$ cat src/rtl/fifo_pkg.sv
// fifo_pkg: definitions shared by the write-side (fifo_wptr_full) and
// read-side (fifo_rptr_empty) pointer blocks of the async FIFO.
//   FIFO_WIDTH / DEPTH : default address width and the matching FIFO depth.
//   PTR_MAX_W          : width the pointer helpers work in. A caller
//                        zero-extends its WIDTH+1 pointer to PTR_MAX_W bits
//                        and casts the result back down.
//   bin2gray/gray2bin  : pointer code conversions. Zero upper bits do not
//                        change the low bits of either conversion, so one
//                        helper serves every pointer width.
package fifo_pkg;

  localparam int FIFO_WIDTH = 4;
  localparam int DEPTH      = 2 ** FIFO_WIDTH;
  localparam int PTR_MAX_W  = 32;

  function automatic logic [PTR_MAX_W-1:0] bin2gray(input logic [PTR_MAX_W-1:0] b);
    return b ^ (b >> 1);
  endfunction

  function automatic logic [PTR_MAX_W-1:0] gray2bin(input logic [PTR_MAX_W-1:0] g);
    logic [PTR_MAX_W-1:0] b;
    b[PTR_MAX_W-1] = g[PTR_MAX_W-1];
    for (int i = PTR_MAX_W - 2; i >= 0; i--) begin
      b[i] = b[i+1] ^ g[i];
    end
    return b;
  endfunction

endpackage

$ cat src/rtl/fifo_wptr_full.sv
// fifo_wptr_full: write-domain pointer and status generator for the async FIFO.
// The block keeps a binary write pointer. It also produces the Gray pointer
// that the read domain synchronizes. From the read pointer, after it has been
// synchronized into this domain, it derives the full, almost-full, fill-level
// and overflow flags.
// Ports:
//   clk         : write-domain clock
//   rst_n       : asynchronous active-low reset
//   winc        : write request; a push happens when winc=1 and full=0
//   wq2_rptr    : Gray read pointer, already synchronized into clk
//   waddr       : RAM write address (low bits of the current binary pointer)
//   wptr        : registered Gray write pointer, sent to the read domain
//   full        : registered FIFO-full flag
//   almost_full : registered; free entries <= AF_MARGIN
//   wlevel      : registered occupancy as seen from this domain, 0..2**WIDTH
//   overflow    : registered one-cycle pulse; winc was asserted while full
module fifo_wptr_full
  import fifo_pkg::*;
#(
  parameter int WIDTH     = FIFO_WIDTH,
  parameter int AF_MARGIN = 2
) (
  input  logic             clk,
  input  logic             rst_n,
  input  logic             winc,
  input  logic [WIDTH:0]   wq2_rptr,
  output logic [WIDTH-1:0] waddr,
  output logic [WIDTH:0]   wptr,
  output logic             full,
  output logic             almost_full,
  output logic [WIDTH:0]   wlevel,
  output logic             overflow
);

  // Occupancy at or above this value means free entries <= AF_MARGIN.
  localparam logic [WIDTH:0] AF_THRESH = (WIDTH+1)'((2 ** WIDTH) - AF_MARGIN);

  logic [WIDTH:0] wbin;
  logic           push;
  logic [WIDTH:0] wbin_next;
  logic [WIDTH:0] wgray_next;
  logic [WIDTH:0] rbin_s;
  logic [WIDTH:0] level_next;
  logic [WIDTH:0] full_ptr;

  always_comb begin
    push       = winc & ~full;
    // All pointer arithmetic is modulo 2**(WIDTH+1). The wrap from all-ones
    // to zero therefore needs no special case for full or level.
    wbin_next  = wbin + (WIDTH+1)'(push);
    wgray_next = (WIDTH+1)'(bin2gray(PTR_MAX_W'(wbin_next)));
    rbin_s     = (WIDTH+1)'(gray2bin(PTR_MAX_W'(wq2_rptr)));
    level_next = wbin_next - rbin_s;
    // The FIFO is full when the write pointer is one lap ahead of the read
    // pointer. In Gray code that means the two MSBs differ and the rest match.
    full_ptr   = {~wq2_rptr[WIDTH:WIDTH-1], wq2_rptr[WIDTH-2:0]};
  end

  // waddr comes from the current pointer. The RAM writes at this address in
  // the same cycle as the push, and the address advances on the next cycle.
  assign waddr = wbin[WIDTH-1:0];

  // Registered state: the pointers and all status flags update on one edge.
  always_ff @(posedge clk or negedge rst_n) begin
    if (!rst_n) begin
      wbin        <= '0;
      wptr        <= '0;
      full        <= 1'b0;
      almost_full <= 1'b0;
      wlevel      <= '0;
      overflow    <= 1'b0;
    end else begin
      wbin        <= wbin_next;
      wptr        <= wgray_next;
      full        <= (wgray_next == full_ptr);
      almost_full <= (level_next >= AF_THRESH);
      wlevel      <= level_next;
      overflow    <= winc & full;
    end
  end

endmodule

$ cat config.mk
export PLATFORM = sky130hd
export DESIGN_NAME = fifo_wptr_full
export DESIGN_NICKNAME = d
export VERILOG_FILES = /design/src/rtl/fifo_pkg.sv /design/src/rtl/fifo_wptr_full.sv
export SDC_FILE = /design/constraint.sdc
export NUM_CORES = 1
export LEC_CHECK = 0
export CAP_MARGIN = 20
export CORE_MARGIN = 2
export CORE_UTILIZATION = 47
export CTS_CLUSTER_DIAMETER = 30
export CTS_CLUSTER_SIZE = 14
export DETAILED_ROUTE_END_ITERATION = 8
export HOLD_SLACK_MARGIN = 0.03
export PLACE_DENSITY = 0.87
export SYNTH_ARGS = -nofsm -noshare
export SYNTH_HDL_FRONTEND = slang
export SYNTH_SLANG_ARGS = --single-unit
$ cat constraint.sdc
create_clock -name clk -period 2.8 [get_ports clk]
set_input_delay 0.28 -clock clk [delete_from_list [all_inputs] [get_ports clk]]
set_output_delay 0.28 -clock clk [all_outputs]
set_load 0.02 [all_outputs]
==> metrics.txt <==
R2R depth 9; power share of the clock group 6.8%; Starting Density 50.19%; worst r2r src full$_DFF_PN0_; crit path to almost_full$_DFF_PN0_; Final #Nets 132; # diodes 0; final non-filler cell total 143; outcome finished clean; root buffer cell clkbuf_4; post-CTS setup buffer count 0; layout cell share with drive strength beyond 1 14.66%; routed vias 694; fmax 388.5 MHz; Post-synth EDFFs 0; I/O pin total 25; die width 49.77 µm; Yosys cell types 31; max-cap violations 0; Internal Power 1.100 mW; Die H 49.77 µm; RSZ-0062 raised after global routing no; core area 1962 µm²; cell area after synthesis 984.7 µm²; WP data required 2960 ps; net switching power 775.4 µW; CTS Sinks 17; drt first pass iters 2; Place WS -153.3 ps; Post-Syn Area per Cell 12.16 µm²; Synth Net Count 96; post-placement cell count 139; Area growth, synth to finish 34.69%; Final Hold Slack 417.2 ps; Tot Pwr 1.876 mW; Slew @ Worst Pin 727.6 ps; Seq cells post-synth 17; P_leak 0.6002 nW; maximum clock path buffer count 2; post-DR wirelength/cell 11.94 µm; Final HPWL DP 1402 µm; CP max FO 2; fin area 1326 µm²; ys async rst share 100.0%; Cells after Synth 81; CTS tree built; # rows 16; cell area power density 1414 nW/µm²; Tmin final 2574 ps; crit path capture type register; grt total ovfl 0; worst min-delay path class input port to async pin; Clk Latency, worst-skew pair 290 ps; Reg power frac 25.1%; # port buffers 24; Clock Skew 4.433 ps; initial antenna violation count 0; Die ar. 2477 µm²; Critical Path Start wq2_rptr[4]; placed inst area 1300 µm²; final RePlAce weighted congestion 0.7662; combinational share of power 68.1%; Vias/cell 4.853; IR drop worst, VDD 722.9 µV; TritonCTS Buffers 3; fin crit share 91.93%; Post-DRT Antenna Nets 0; ys flop type dfrtp_1; first-pass GRT wire length 3105 µm; drt first-iter violations 6; Residual DRC 0; CTS clk-pin slew, worst paths 90 ps; number of global-route vias before repair 716; final hold violations 0; Seq/Total Area, Yosys 43.20%; GRT Util Overall 16.71%; R2R Setup Slk 520 ps; Total Wirelength 1707 µm; setup ws final 225.9 ps; CP startpoint kind input port; Slew Limit Fails 0; Setup Viol. Count Final 0; Synth warnings 0; Slew headroom 51.34%; Arr. time, crit path 2740 ps; largest net degree at the start of global routing 18; Net Sw Frac 41.34%; Crit Path Class input port to register; worst r2r dst almost_full$_DFF_PN0_; H-Tree Depth 1
cell families (layout without fill, tap and decap cells):
group / after synthesis / count (layout) / synth area share [%]
xor+xnor: 21 / 21 / 23.25
fa+ha+maj: 7 / 7 / 9.657
simple gates: 17 / 17 / 11.06
flops: 17 / 17 / 43.20
compound gates: 9 / 9 / 7.115
buf+inv: 10 / 45 / 5.718
routing by layer:
layer	global-route usage [%]	up-vias	part of all wire, %
met5	0	-	0
met2	27.11	20	49
met3	3.333	4	5.4
met4	6.944	0	1.1
met1	21.74	332	44
li1	-	338	-
power groups by stage:
stage	Sequential [mW]	Combinational (mW)	Clock (mW)
2_1_floorplan	0.603	0.730	0
3_3_place_gp	0.473	1.24	0
3_5_place_dp	0.480	1.28	0
4_1_cts	0.473	1.29	0.137
5_1_grt	0.492	1.41	0.148
6_report	0.471	1.28	0.128
critical path: stages:
cell	delay [ps]
clkdlybuf4s50_1	460
xnor2_2	210
xor2_1	240
xor2_1	250
xnor2_1	100
ha_1	210
fa_1	390
nand2b_1	160
a21boi_1	170
or3_1	150
o311ai_1	100
cells in the final DEF, fill, tap and decap left out, types with 2 or more instances in the layout:
master	instances
xor2_1	5
dfrtp_1	17
ha_1	6
xnor2_2	2
inv_1	8
nor2b_1	3
buf_4	9
clkdlybuf4s50_1	24
o21ai_0	2
nand2_1	3
clkbuf_4	3
xnor2_1	12
cells in the mapped netlist (all sizes together) (2+ instances only):
library cell / number / area, µm²
nand2: 3 / 11.26
nor2b: 3 / 18.77
o21ai: 2 / 10.01
buf: 2 / 26.27
dfrtp: 17 / 425.4
inv: 8 / 30.03
xnor2: 14 / 137.6
xor2: 5 / 43.79
a21boi: 2 / 15.01
ha: 6 / 75.07
timing repair:
action,in CTS,in global routing
endpoints found under the setup margin,0,1
resized for setup,0,1
hold buffers,0,0
how the worst min path moves through the flow:
stage | from | to | slack [ps] | depth (start not counted)
after floorplan | rst_n | almost_full$_DFF_PN0_ | -20 | 0
after global placement | full$_DFF_PN0_ | overflow$_DFF_PN0_ | 490 | 1
after detailed placement | full$_DFF_PN0_ | overflow$_DFF_PN0_ | 500 | 1
after CTS | rst_n | wptr[1]$_DFF_PN0_ | 440 | 1
after global routing | rst_n | wlevel[1]$_DFF_PN0_ | 490 | 1
final | rst_n | wptr[1]$_DFF_PN0_ | 420 | 1
sequential cells by signal (all words and copies together) (netlist names):
name	cells
wbin	5
full	1
wptr	4
overflow	1
wlevel	5
almost_full	1
stage by stage:
step                      util [%]  setup TNS, ps
after global routing         67.60              0
after detailed placement     66.26         -246.8
after global placement       66.26              0
after CTS                    67.60              0
final                        67.60              0
after floorplan                  -              0
area by class of cell:
cell class	count	area [µm²]
inverters	8	30.03
well taps	27	33.78
multi-input cells	54	503.0
fillers	173	635.6
repair buffers	33	307.8
flip-flops and latches	17	425.4
clock buffers	4	26.28
Power figures use the tool's default switching activity.
